--- src/rtl/shift_add_multiplier.sv ---
// Sequential shift-and-add multiplier: WIDTH RUN cycles per product, optional
// two's-complement mode, valid/ready handshake on both the operand and the product side.
module shift_add_multiplier #(
    parameter int unsigned WIDTH     = 8,
    parameter int unsigned SIGNED_EN = 1
) (
    input  logic                 clk,
    input  logic                 rst,
    input  logic                 in_valid,
    output logic                 in_ready,
    input  logic [WIDTH-1:0]     a,
    input  logic [WIDTH-1:0]     b,
    input  logic                 signed_mode,
    output logic                 out_valid,
    input  logic                 out_ready,
    output logic [2*WIDTH-1:0]   p,
    output logic                 busy
);

    localparam int unsigned PW = 2 * WIDTH;
    localparam int unsigned CW = $clog2(WIDTH + 1);
    localparam logic        SIGNED_OK = (SIGNED_EN != 0);

    typedef enum logic [1:0] {
        S_IDLE = 2'd0,
        S_RUN  = 2'd1,
        S_DONE = 2'd2
    } state_t;

    state_t             r_state;
    state_t             w_state_next;

    logic [PW-1:0]      r_mcand;
    logic [WIDTH-1:0]   r_mplier;
    logic [PW-1:0]      r_acc;
    logic [CW-1:0]      r_cnt;
    logic               r_neg;
    logic [PW-1:0]      r_p;
    logic               r_in_ready;
    logic               r_out_valid;
    logic               r_busy;

    logic               w_eff_mode;
    logic               w_a_neg;
    logic               w_b_neg;
    logic [WIDTH-1:0]   w_a_mag;
    logic [WIDTH-1:0]   w_b_mag;
    logic [PW-1:0]      w_acc_step;
    logic [PW-1:0]      w_prod;
    logic               w_accept;
    logic               w_last_run;

    // Operand magnitudes; the most negative value maps to 2^(WIDTH-1) as an unsigned magnitude
    assign w_eff_mode = signed_mode & SIGNED_OK;
    assign w_a_neg    = w_eff_mode & a[WIDTH-1];
    assign w_b_neg    = w_eff_mode & b[WIDTH-1];
    assign w_a_mag    = w_a_neg ? (~a + WIDTH'(1)) : a;
    assign w_b_mag    = w_b_neg ? (~b + WIDTH'(1)) : b;

    assign w_accept   = (r_state == S_IDLE) && in_valid;
    assign w_last_run = (r_state == S_RUN) && (r_cnt == CW'(1));

    assign w_acc_step = r_acc + (r_mplier[0] ? r_mcand : PW'(0));
    assign w_prod     = r_neg ? (~w_acc_step + PW'(1)) : w_acc_step;

    // State register
    always_ff @(posedge clk) begin
        if (rst) begin
            r_state <= S_IDLE;
        end else begin
            r_state <= w_state_next;
        end
    end

    // Next-state logic
    always_comb begin
        w_state_next = r_state;
        case (r_state)
            S_IDLE: begin
                if (in_valid) begin
                    w_state_next = S_RUN;
                end
            end
            S_RUN: begin
                if (r_cnt == CW'(1)) begin
                    w_state_next = S_DONE;
                end
            end
            S_DONE: begin
                if (out_ready) begin
                    w_state_next = S_IDLE;
                end
            end
            default: begin
                w_state_next = S_IDLE;
            end
        endcase
    end

    // Handshake flags follow the next state so they are valid right after each edge
    always_ff @(posedge clk) begin
        if (rst) begin
            r_in_ready  <= 1'b1;
            r_out_valid <= 1'b0;
            r_busy      <= 1'b0;
        end else begin
            r_in_ready  <= (w_state_next == S_IDLE);
            r_out_valid <= (w_state_next == S_DONE);
            r_busy      <= (w_state_next != S_IDLE);
        end
    end

    // Datapath: multiplicand shifts left, multiplier shifts right, one bit per RUN cycle
    always_ff @(posedge clk) begin
        if (rst) begin
            r_mcand  <= '0;
            r_mplier <= '0;
            r_acc    <= '0;
            r_cnt    <= '0;
            r_neg    <= 1'b0;
            r_p      <= '0;
        end else if (w_accept) begin
            r_mcand  <= PW'(w_a_mag);
            r_mplier <= w_b_mag;
            r_acc    <= '0;
            r_cnt    <= CW'(WIDTH);
            r_neg    <= w_a_neg ^ w_b_neg;
        end else if (r_state == S_RUN) begin
            r_acc    <= w_acc_step;
            r_mcand  <= r_mcand << 1;
            r_mplier <= r_mplier >> 1;
            r_cnt    <= r_cnt - CW'(1);
            if (w_last_run) begin
                r_p <= w_prod;
            end
        end
    end

    assign in_ready  = r_in_ready;
    assign out_valid = r_out_valid;
    assign busy      = r_busy;
    assign p         = r_p;

endmodule

--- config.mk ---
export PLATFORM = sky130hd
export DESIGN_NAME = shift_add_multiplier
export DESIGN_NICKNAME = d
export VERILOG_FILES = /design/src/rtl/shift_add_multiplier.sv
export SDC_FILE = /design/constraint.sdc
export NUM_CORES = 1
export LEC_CHECK = 0
export CAP_MARGIN = 20
export CORE_ASPECT_RATIO = 1.2
export CORE_MARGIN = 10
export CORE_UTILIZATION = 30
export DETAILED_ROUTE_END_ITERATION = 10
export GPL_ROUTABILITY_DRIVEN = 0
export SYNTH_ARGS = -nofsm -noshare
export SYNTH_HDL_FRONTEND = slang
export SYNTH_SLANG_ARGS = --single-unit
--- constraint.sdc ---
create_clock -name clk -period 3.75 [get_ports clk]
set_input_delay 0.75 -clock clk [delete_from_list [all_inputs] [get_ports clk]]
set_output_delay 0.75 -clock clk [all_outputs]
set_load 0.01 [all_outputs]
==> impl_results.html, run 1 <==
<table>
<tr><th>Metric</th><th>Value</th></tr>
<tr><th colspan="2">Status</th></tr>
<tr><td>Result of the run</td><td>finished, final reports clean</td></tr>
<tr><th colspan="2">Pwr</th></tr>
<tr><td>Tot Pwr</td><td>1.99 mW</td></tr>
<tr><td>Power density relative to cell area</td><td>between 300 and 400 nW/um^2</td></tr>
<tr><td>Relative contribution of combinational cells to total power</td><td>0.155</td></tr>
<tr><td>Psw</td><td>about 0.55 mW</td></tr>
<tr><td>Clock share of power</td><td>0.459</td></tr>
<tr><td>Internal power component</td><td>1.44 mW</td></tr>
<tr><td>Leakage power summed over all cells</td><td>slightly below 2 nW</td></tr>
<tr><td>Sequential group share of total power</td><td>0.385</td></tr>
<tr><td>VDD IR-drop max</td><td>0.180 mV</td></tr>
<tr><td>Sw Ratio</td><td>0.275</td></tr>
<tr><th colspan="2">Yosys</th></tr>
<tr><td>Post-synthesis instance area</td><td>approximately 4200 sq um</td></tr>
<tr><td>YS warnings</td><td>0</td></tr>
<tr><td>Sequential element share of the synthesized area</td><td>0.316</td></tr>
<tr><td>Synth Flop Type</td><td>dfxtp_1</td></tr>
<tr><td>Number of enable-type register cells in the synthesized netlist</td><td>0</td></tr>
<tr><td>Syn_nets</td><td>570</td></tr>
<tr><td>Flops &amp; latches, synth</td><td>66</td></tr>
<tr><td>Leading cell types by total area after synthesis</td><td>dfxtp_1 (32%), a21oi_1 (6.3%), ha_1 (6.0%)</td></tr>
<tr><td>Mapped Avg Cell Area</td><td>7.93 sq um</td></tr>
<tr><td>Cell type with the largest total area after synthesis</td><td>dfxtp_1</td></tr>
<tr><td>Post-synthesis cell type count</td><td>66</td></tr>
<tr><td>Area fraction of the dominant cell type after synthesis</td><td>0.316</td></tr>
<tr><td>Synthesized instance count</td><td>528</td></tr>
<tr><td>Async SR Flop Fraction</td><td>0</td></tr>
<tr><th colspan="2">Critical path</th></tr>
<tr><td>Worst endpoint data arrival time</td><td>3.56 ns</td></tr>
<tr><td>Critical path capture point type</td><td>flop</td></tr>
<tr><td>Worst R2R Path Depth</td><td>11</td></tr>
<tr><td>Max FO, Critical Path</td><td>17</td></tr>
<tr><td>R2r endpoint</td><td>p[14]$_SDFFE_PP0P_</td></tr>
<tr><td>Startpoint Class</td><td>flop</td></tr>
<tr><td>Master of the slowest instance on the critical path</td><td>nor4_1</td></tr>
<tr><td>Start of the worst register-to-register path</td><td>r_mplier[0]$_SDFFE_PP0P_</td></tr>
<tr><td>Worst setup slack for register-to-register paths</td><td>about 0.4 ns</td></tr>
<tr><td>Category of cells accounting for the largest share of critical-path delay</td><td>simple AND/OR/NAND/NOR gates</td></tr>
<tr><td>Critical path buffer and inverter count</td><td>0</td></tr>
<tr><td>Critical path class</td><td>flop to flop</td></tr>
<tr><td>Chain of cells forming the critical path</td><td>and2_1, ha_1, fa_1, a21o_1, a221oi_2, and3_1, o31ai_1, xor2_1, nor4_1, mux2i_1, a21oi_1</td></tr>
<tr><td>Required time of the worst setup path</td><td>around 4 ns</td></tr>
<tr><td>Slowest cell delay on critical path</td><td>just under 0.6 ns</td></tr>
<tr><th colspan="2">STA</th></tr>
<tr><td>Crit path setup slack, layout</td><td>roughly 0.4 ns</td></tr>
<tr><td>Final cycle utilization of the critical path</td><td>0.896</td></tr>
<tr><td>Highest clock rate</td><td>around 300 MHz</td></tr>
<tr><td>Final worst clock skew</td><td>between 0.01 and 0.015 ns</td></tr>
<tr><td>Transition time at the pin with the least slew margin</td><td>around 0.76 ns</td></tr>
<tr><td>Slew Limit Fails</td><td>0</td></tr>
<tr><td>Final count of negative-setup-slack endpoints</td><td>0</td></tr>
<tr><td>Unrepaired setup endpoints after global routing</td><td>no</td></tr>
<tr><td>Relative slew slack</td><td>0.494</td></tr>
<tr><td>Clock period minus worst slack</td><td>3.36 ns</td></tr>
<tr><td>Final Hold Fails</td><td>0</td></tr>
<tr><td>Accumulated negative setup slack</td><td>0 ns</td></tr>
<tr><th colspan="2">Worst hold path</th></tr>
<tr><td>Worst Hold Endpoint</td><td>p[2]$_SDFFE_PP0P_</td></tr>
<tr><td>Depth of the worst hold-timing path</td><td>2</td></tr>
<tr><td>Hold path startpoint</td><td>p[2]$_SDFFE_PP0P_</td></tr>
<tr><td>Worst min-delay path category</td><td>flop to flop</td></tr>
<tr><th colspan="2">Floorplanning</th></tr>
<tr><td>Area of the placeable core</td><td>about 14000 sq um</td></tr>
<tr><td>Top-Level Pins</td><td>40</td></tr>
<tr><td>Initial core utilization</td><td>0.304</td></tr>
<tr><td>Site Rows</td><td>47</td></tr>
<tr><td>Die Wd</td><td>~130 microns</td></tr>
<tr><td>Die Outline Area</td><td>~19000 sq um</td></tr>
<tr><td>Die boundary height</td><td>~150 microns</td></tr>
<tr><th colspan="2">Detailed routing</th></tr>
<tr><td>Detailed-route wire length</td><td>10.9 mm</td></tr>
<tr><td>Total number of vias</td><td>between 3000 and 4000</td></tr>
<tr><td>Post-detailed-route DRC marker count</td><td>0</td></tr>
<tr><td>Avg WL per Cell</td><td>between 10 and 15 microns</td></tr>
<tr><td>Via/cell ratio</td><td>roughly 5.3</td></tr>
<tr><td>Number of nets with antenna violations after detailed routing</td><td>0</td></tr>
<tr><td>Detailed Route Iter0 Violations</td><td>216</td></tr>
<tr><td>Drt first pass iters</td><td>4</td></tr>
<tr><th colspan="2">Placement</th></tr>
<tr><td>Count of buffers from port buffering</td><td>39</td></tr>
<tr><td>Worst-case setup slack after placement</td><td>0.389 ns</td></tr>
<tr><td>HPWL reported at the end of detailed placement</td><td>8.23 mm</td></tr>
<tr><th colspan="2">Clock network</th></tr>
<tr><td>Number of H-tree branching levels</td><td>3</td></tr>
<tr><td>CTS Sinks</td><td>between 60 and 70</td></tr>
<tr><td>Post-CTS setup-driven buffer insertion count</td><td>0</td></tr>
<tr><td>CTS Hold Buffers Added</td><td>0</td></tr>
<tr><td>Cell at the root of the clock tree</td><td>clkbuf_16</td></tr>
<tr><td>Clock slew seen by the registers of the worst setup and hold paths</td><td>around 0.06 ns</td></tr>
<tr><td>Clock buffers created by TritonCTS</td><td>9</td></tr>
<tr><td>TritonCTS clock tree</td><td>built</td></tr>
<tr><td>Post_cts resized</td><td>0</td></tr>
<tr><td>Clk buf depth</td><td>2</td></tr>
<tr><td>Clk Latency, worst-skew pair</td><td>about 0.34 ns</td></tr>
<tr><th colspan="2">Final layout</th></tr>
<tr><td>Final net count</td><td>approximately 600</td></tr>
<tr><td>Syn-to-layout area delta</td><td>20.5%</td></tr>
<tr><td>Layout cell share with drive strength beyond 1</td><td>0.0713</td></tr>
<tr><td>Count of antenna diodes in the layout</td><td>0</td></tr>
<tr><td>End-of-flow core utilization</td><td>0.367</td></tr>
<tr><th colspan="2">Global route</th></tr>
<tr><td>Number of antenna violations at the first check in global routing</td><td>0</td></tr>
<tr><td>Global-route wire length before repair</td><td>~19 mm</td></tr>
<tr><td>All-Layer GR Usage</td><td>0.119</td></tr>
<tr><td>Vias in the first global route</td><td>between 3000 and 4000</td></tr>
<tr><td>Overall overflow remaining after global route</td><td>0</td></tr>
<tr><td>Maximum number of pins on one net before global-route repair</td><td>35</td></tr>
<tr><th colspan="2">Flow run</th></tr>
<tr><td>Total of max-cap violations</td><td>0</td></tr>
</table>
worst max-delay path by stage:
stage | startpoint | slack (ns) | end | cells past startpoint
floorplan | r_mplier[0]$_SDFFE_PP0P_ | 0.71 | p[14]$_SDFFE_PP0P_ | 12
global placement | r_mplier[0]$_SDFFE_PP0P_ | 0.47 | p[14]$_SDFFE_PP0P_ | 11
detailed placement | r_mplier[0]$_SDFFE_PP0P_ | 0.39 | p[14]$_SDFFE_PP0P_ | 11
CTS | r_mplier[0]$_SDFFE_PP0P_ | 0.37 | p[14]$_SDFFE_PP0P_ | 11
global route | r_mplier[0]$_SDFFE_PP0P_ | 0.12 | p[14]$_SDFFE_PP0P_ | 11
finish | r_mplier[0]$_SDFFE_PP0P_ | 0.39 | p[14]$_SDFFE_PP0P_ | 11
power by group through the flow:
stage	registers, mW	clock network (mW)	logic, mW
floorplan	0.768	0	0.228
detailed placement	0.783	0	0.311
finish	0.767	0.914	0.309
CTS	0.768	0.929	0.312
global route	0.774	0.962	0.349
global placement	0.781	0	0.304
synthesized netlist by cell type, types with 2 or more instances:
cell type and count:
xor2_1 9, buf_1 4, or4_1 3, or3_1 2
o41ai_2 2, ha_1 20, xnor2_1 19, o21a_1 3
clkbuf_1 22, a221oi_1 9, nand4_1 4, mux2i_1 4
a221oi_2 2, nand2_1 60, nor2_1 61, nor2b_1 5
o21ai_1 3, o311ai_4 2, nand3b_1 3, buf_2 2
a2111oi_0 4, o211ai_1 4, and2_1 19, a21o_1 8
nor4_1 6, nand3_1 8, inv_1 28, dfxtp_1 66
nand2b_1 5, nor3_1 13, a21oi_1 53, and3_1 11
a211oi_1 16, o21ai_0 7, and4_1 2, o31ai_1 2
a32oi_1 2, a31oi_1 7
registers in the layout, summed over array words and instances (netlist names), 2 cells and up:
signal,count
r_cnt,4
r_mcand,16
r_mplier,8
r_state,2
p,16
r_acc,16
layer usage:
metal  track usage  vias up  share of wire
li1              -     1937              -
met1         0.138     1824           0.44
met2         0.199       63           0.50
met3        0.0249       22          0.031
met4        0.0688        0          0.032
met5             0        -              0
logic make-up (layout without fill, tap and decap cells):
kind of cell,Yosys count,count (layout),synth area share
and+or+nand+nor,208,208,0.240
AOI/OAI and AO/OA,142,142,0.248
DFF,66,66,0.316
buffers and inverters,57,90,0.0535
xor gates and xnor gates,30,30,0.0690
adders and majority gates,21,21,0.0646
muxes,4,4,0.00956
layout by cell type, fill, tap and decap left out, types with 7 or more instances in the layout:
| master | n |
|---|---|
| and2_1 | 19 |
| nand3_1 | 8 |
| inv_1 | 28 |
| xor2_1 | 9 |
| nor3_1 | 13 |
| a21o_1 | 8 |
| xnor2_1 | 19 |
| a211oi_1 | 16 |
| a21oi_1 | 53 |
| clkdlybuf4s50_1 | 39 |
| and3_1 | 11 |
| buf_4 | 7 |
| nand2_1 | 60 |
| dfxtp_1 | 66 |
| o21ai_0 | 7 |
| a221oi_1 | 9 |
| clkbuf_16 | 9 |
| nor2_1 | 61 |
| ha_1 | 20 |
| a31oi_1 | 7 |
stage by stage:
step           cell area (sq um)  cells  hold slack, ns
2_1_floorplan               4190    528           0.436
3_3_place_gp                4730    716           0.445
3_5_place_dp                4730    716           0.452
4_1_cts                     5040    732           0.460
5_1_grt                     5040    732           0.479
6_report                    5040    732           0.454
area by class of cell:
type / instances / area (sq um)
clock buffers: 9 / 225
clock inverters: 7 / 92.6
fillers: 1446 / 8720
inverters: 28 / 105
multi-input cells: 405 / 2640
flip-flops and latches: 66 / 1320
well taps: 171 / 214
repair buffers: 46 / 443
worst reg2reg max path: stages, from the launching register on:
cell	delay, ns
dfxtp_1	0.43
and2_1	0.22
ha_1	0.21
fa_1	0.43
a21o_1	0.21
a221oi_2	0.31
and3_1	0.20
o31ai_1	0.09
xor2_1	0.20
nor4_1	0.58
mux2i_1	0.26
a21oi_1	0.08
Note: power is estimated with default switching activity, not from simulation.
==> run 2, diff against run 1 <==
--- a/config.mk
+++ b/config.mk
@@ -8,9 +8,11 @@
 export CAP_MARGIN = 20
 export CORE_ASPECT_RATIO = 1.2
 export CORE_MARGIN = 10
-export CORE_UTILIZATION = 30
+export CORE_UTILIZATION = 50
+export CTS_CLUSTER_SIZE = 14
 export DETAILED_ROUTE_END_ITERATION = 10
 export GPL_ROUTABILITY_DRIVEN = 0
+export PLACE_DENSITY = 0.71
 export SYNTH_ARGS = -nofsm -noshare
 export SYNTH_HDL_FRONTEND = slang
 export SYNTH_SLANG_ARGS = --single-unit
==> constraint.sdc (replaced) <==
create_clock -name clk -period 4.14 [get_ports clk]
set_input_delay 0.828 -clock clk [delete_from_list [all_inputs] [get_ports clk]]
set_output_delay 0.828 -clock clk [all_outputs]
set_load 0.01 [all_outputs]
==> run 2 against run 1 <==
Effect of this change: via count decreased by 2.0%; maximum frequency is 3.4% lower; critical path depth unchanged; largest cell class unchanged; largest power group is now sequential cells; highest routed layer unchanged.
==> impl_results.html, run 2 (synthesis results as in run 1) <==
<table>
<tr><th>Metric</th><th>Value</th></tr>
<tr><th colspan="2">Final layout</th></tr>
<tr><td>Count of antenna diodes in the layout</td><td>0 (unchanged)</td></tr>
<tr><td>Syn-to-layout area delta</td><td>16.3%</td></tr>
<tr><td>Final net count</td><td>596 (-0.33%)</td></tr>
<tr><td>Area occupied by multi-input gates</td><td>2640 sq um (unchanged)</td></tr>
<tr><td>FF+latch area</td><td>1320 sq um (unchanged)</td></tr>
<tr><td>Most common cell after layout, fill and taps aside</td><td>dfxtp_1</td></tr>
<tr><td>Most frequent cells in the layout</td><td>dfxtp_1 (66), nor2_1 (61), nand2_1 (60)</td></tr>
<tr><td>Design Area, Final</td><td>4870 sq um (-3.5%)</td></tr>
<tr><td>Layout cell share with drive strength beyond 1</td><td>0.0680 (-0.00332)</td></tr>
<tr><td>Fill cells</td><td>749 (-48%)</td></tr>
<tr><th colspan="2">Clock network</th></tr>
<tr><td>Clk buf depth</td><td>2 (unchanged)</td></tr>
<tr><td>Post_cts resized</td><td>0 (unchanged)</td></tr>
<tr><td>Cell at the root of the clock tree</td><td>clkbuf_8</td></tr>
<tr><td>CTS Sinks</td><td>66 (unchanged)</td></tr>
<tr><td>Clock slew seen by the registers of the worst setup and hold paths</td><td>0.08 ns (+0.02 ns)</td></tr>
<tr><td>Clk Latency, worst-skew pair</td><td>0.36 ns (+0.02 ns)</td></tr>
<tr><td>Post-CTS setup-driven buffer insertion count</td><td>0 (unchanged)</td></tr>
<tr><td>Clock buffers created by TritonCTS</td><td>9 (unchanged)</td></tr>
<tr><td>CTS Hold Buffers Added</td><td>0 (unchanged)</td></tr>
<tr><td>TritonCTS clock tree</td><td>built</td></tr>
<tr><td>Number of H-tree branching levels</td><td>3 (unchanged)</td></tr>
<tr><th colspan="2">STA</th></tr>
<tr><td>Relative slew slack</td><td>0.510 (+0.0155)</td></tr>
<tr><td>Final count of negative-setup-slack endpoints</td><td>0 (unchanged)</td></tr>
<tr><td>Unrepaired setup endpoints after global routing</td><td>no</td></tr>
<tr><td>Hold slack final</td><td>0.454 ns (+0.0000930 ns)</td></tr>
<tr><td>Final cycle utilization of the critical path</td><td>0.840 (-0.0561)</td></tr>
<tr><td>Transition time at the pin with the least slew margin</td><td>0.729 ns (-0.0295 ns)</td></tr>
<tr><td>Highest clock rate</td><td>288 MHz (-3.4%)</td></tr>
<tr><td>Slew Limit Fails</td><td>0 (unchanged)</td></tr>
<tr><td>Accumulated negative setup slack</td><td>0 ns (unchanged)</td></tr>
<tr><td>Final Hold Fails</td><td>0 (unchanged)</td></tr>
<tr><td>Final worst clock skew</td><td>0.0117 ns (+0.000291 ns)</td></tr>
<tr><td>Clock period minus worst slack</td><td>3.48 ns (+0.117 ns)</td></tr>
<tr><th colspan="2">Status</th></tr>
<tr><td>Result of the run</td><td>finished, final reports clean</td></tr>
<tr><th colspan="2">Detailed routing</th></tr>
<tr><td>Post-detailed-route DRC marker count</td><td>0 (unchanged)</td></tr>
<tr><td>Total number of vias</td><td>3771 (-2.0%)</td></tr>
<tr><td>Via/cell ratio</td><td>5.60 (+6.6%)</td></tr>
<tr><td>Number of nets with antenna violations after detailed routing</td><td>0 (unchanged)</td></tr>
<tr><td>Detailed-route wire length</td><td>10.1 mm (-7.1%)</td></tr>
<tr><td>Detailed Route Iter0 Violations</td><td>192 (-11%)</td></tr>
<tr><td>Drt first pass iters</td><td>4 (unchanged)</td></tr>
<tr><td>Avg WL per Cell</td><td>15.1 microns (+1.0%)</td></tr>
<tr><th colspan="2">Critical path</th></tr>
<tr><td>Worst setup slack for register-to-register paths</td><td>0.66 ns (+0.27 ns)</td></tr>
<tr><td>Required time of the worst setup path</td><td>4.36 ns (+0.41 ns)</td></tr>
<tr><td>Category of cells accounting for the largest share of critical-path delay</td><td>simple AND/OR/NAND/NOR gates</td></tr>
<tr><td>Critical path buffer and inverter count</td><td>0 (unchanged)</td></tr>
<tr><td>Chain of cells forming the critical path</td><td>and2_1, ha_1, fa_1, a21o_1, a221oi_2, and3_1, o31ai_1, xor2_1, nor4_1, mux2i_1, a21oi_1</td></tr>
<tr><td>Max FO, Critical Path</td><td>17 (unchanged)</td></tr>
<tr><td>Worst R2R Path Depth</td><td>11 (unchanged)</td></tr>
<tr><td>Master of the slowest instance on the critical path</td><td>nor4_1</td></tr>
<tr><td>Critical path class</td><td>flop to flop</td></tr>
<tr><td>Worst endpoint data arrival time</td><td>3.69 ns (+0.13 ns)</td></tr>
<tr><td>Slowest cell delay on critical path</td><td>0.65 ns (+0.07 ns)</td></tr>
<tr><td>R2r endpoint</td><td>p[14]$_SDFFE_PP0P_</td></tr>
<tr><td>Startpoint Class</td><td>flop</td></tr>
<tr><td>Start of the worst register-to-register path</td><td>r_mplier[0]$_SDFFE_PP0P_</td></tr>
<tr><td>Critical path capture point type</td><td>flop</td></tr>
<tr><th colspan="2">Global route</th></tr>
<tr><td>Overall overflow remaining after global route</td><td>0 (unchanged)</td></tr>
<tr><td>Maximum number of pins on one net before global-route repair</td><td>35 (unchanged)</td></tr>
<tr><td>Global-route wire length before repair</td><td>17.7 mm (-5.6%)</td></tr>
<tr><td>Vias in the first global route</td><td>3756 (-3.6%)</td></tr>
<tr><td>Number of antenna violations at the first check in global routing</td><td>0 (unchanged)</td></tr>
<tr><td>All-Layer GR Usage</td><td>0.169 (+0.0494)</td></tr>
<tr><th colspan="2">Floorplanning</th></tr>
<tr><td>Site Rows</td><td>36 (-23%)</td></tr>
<tr><td>Die Wd</td><td>104 microns (-19%)</td></tr>
<tr><td>Area of the placeable core</td><td>8150 sq um (-41%)</td></tr>
<tr><td>Die boundary height</td><td>120 microns (-20%)</td></tr>
<tr><td>Top-Level Pins</td><td>40 (unchanged)</td></tr>
<tr><td>Die Outline Area</td><td>12400 sq um (-35%)</td></tr>
<tr><td>Initial core utilization</td><td>0.514 (+0.209)</td></tr>
<tr><th colspan="2">Placement</th></tr>
<tr><td>Count of buffers from port buffering</td><td>39 (unchanged)</td></tr>
<tr><td>HPWL reported at the end of detailed placement</td><td>7.72 mm (-6.3%)</td></tr>
<tr><td>Post-place instance area</td><td>4640 sq um (-1.8%)</td></tr>
<tr><th colspan="2">Worst hold path</th></tr>
<tr><td>Hold path startpoint</td><td>p[8]$_SDFFE_PP0P_</td></tr>
<tr><td>Depth of the worst hold-timing path</td><td>2 (unchanged)</td></tr>
<tr><td>Worst min-delay path category</td><td>flop to flop</td></tr>
<tr><td>Worst Hold Endpoint</td><td>p[8]$_SDFFE_PP0P_</td></tr>
<tr><th colspan="2">Pwr</th></tr>
<tr><td>Leakage power summed over all cells</td><td>1.90 nW (-2.9%)</td></tr>
<tr><td>VDD IR-drop max</td><td>0.183 mV (+2.0%)</td></tr>
<tr><td>Power density relative to cell area</td><td>326 nW/um^2 (-17%)</td></tr>
<tr><th colspan="2">Flow run</th></tr>
<tr><td>Total of max-cap violations</td><td>0 (unchanged)</td></tr>
</table>
[run 2: changes by cell type in the layout (fill, tap and decap cells not counted)]
| cell | change |
|---|---|
| buf_4 | -2 |
| clkbuf_16 | -9 |
| clkbuf_8 | +10 |
| clkinv_2 | -2 |
| clkinv_4 | +1 |
| clkinvlp_4 | +1 |
| inv_6 | -1 |
[run 2: stage by stage]
| step | setup WS, ns | utilization | instances | power [mW] |
|---|---|---|---|---|
| after global routing | 0.498 | 0.597 | 673 | 1.67 |
| after floorplan | 1.10 | - | 528 | 0.902 |
| after CTS | 0.677 | 0.597 | 673 | 1.60 |
| after detailed placement | 0.712 | 0.569 | 657 | 0.985 |
| after global placement | 0.909 | 0.569 | 657 | 0.977 |
| final | 0.663 | 0.597 | 673 | 1.59 |
[run 2: metal layers]
layer  wire length (microns)  track usage  vias to the layer above
met2                    5140        0.300                       70
met3                     351       0.0372                       20
met5                       0            0                        -
met1                    4360        0.186                     1747
met4                     298       0.0830                        0
li1                        -            -                     1934
[run 2: worst reg2reg max path: stages, from the launching register on]
cell,delay (ns)
dfxtp_1,0.45
and2_1,0.23
ha_1,0.21
fa_1,0.43
a21o_1,0.20
a221oi_2,0.32
and3_1,0.20
o31ai_1,0.09
xor2_1,0.21
nor4_1,0.65
mux2i_1,0.26
a21oi_1,0.08
[run 2: final cells by class]
type	count	share of cell area
Clock buffer	10	0.0283
Clock inverter	6	0.0185
Inverter	28	0.0216
Multi-Input combinational cell	405	0.543
Sequential cell	66	0.271
Tap cell	114	0.0293
Timing Repair Buffer	44	0.0879
[run 2: power breakdown]
part	switching, mW	internal (mW)	total, mW	leakage [nW]
Clock	0.262	0.356	0.618	0.112
Sequential	0.0282	0.665	0.693	0.538
Combinational	0.163	0.115	0.277	1.25
[run 2: how the worst max path moves through the flow]
stage	start	end	slack, ns	depth (start not counted)
finish	r_mplier[0]$_SDFFE_PP0P_	p[14]$_SDFFE_PP0P_	0.66	11
detailed placement	r_mplier[0]$_SDFFE_PP0P_	p[14]$_SDFFE_PP0P_	0.71	11
global route	r_mplier[0]$_SDFFE_PP0P_	p[14]$_SDFFE_PP0P_	0.50	11
floorplan	r_mplier[0]$_SDFFE_PP0P_	p[14]$_SDFFE_PP0P_	1.10	12
CTS	r_mplier[0]$_SDFFE_PP0P_	p[14]$_SDFFE_PP0P_	0.68	11
global placement	r_mplier[0]$_SDFFE_PP0P_	p[14]$_SDFFE_PP0P_	0.91	11
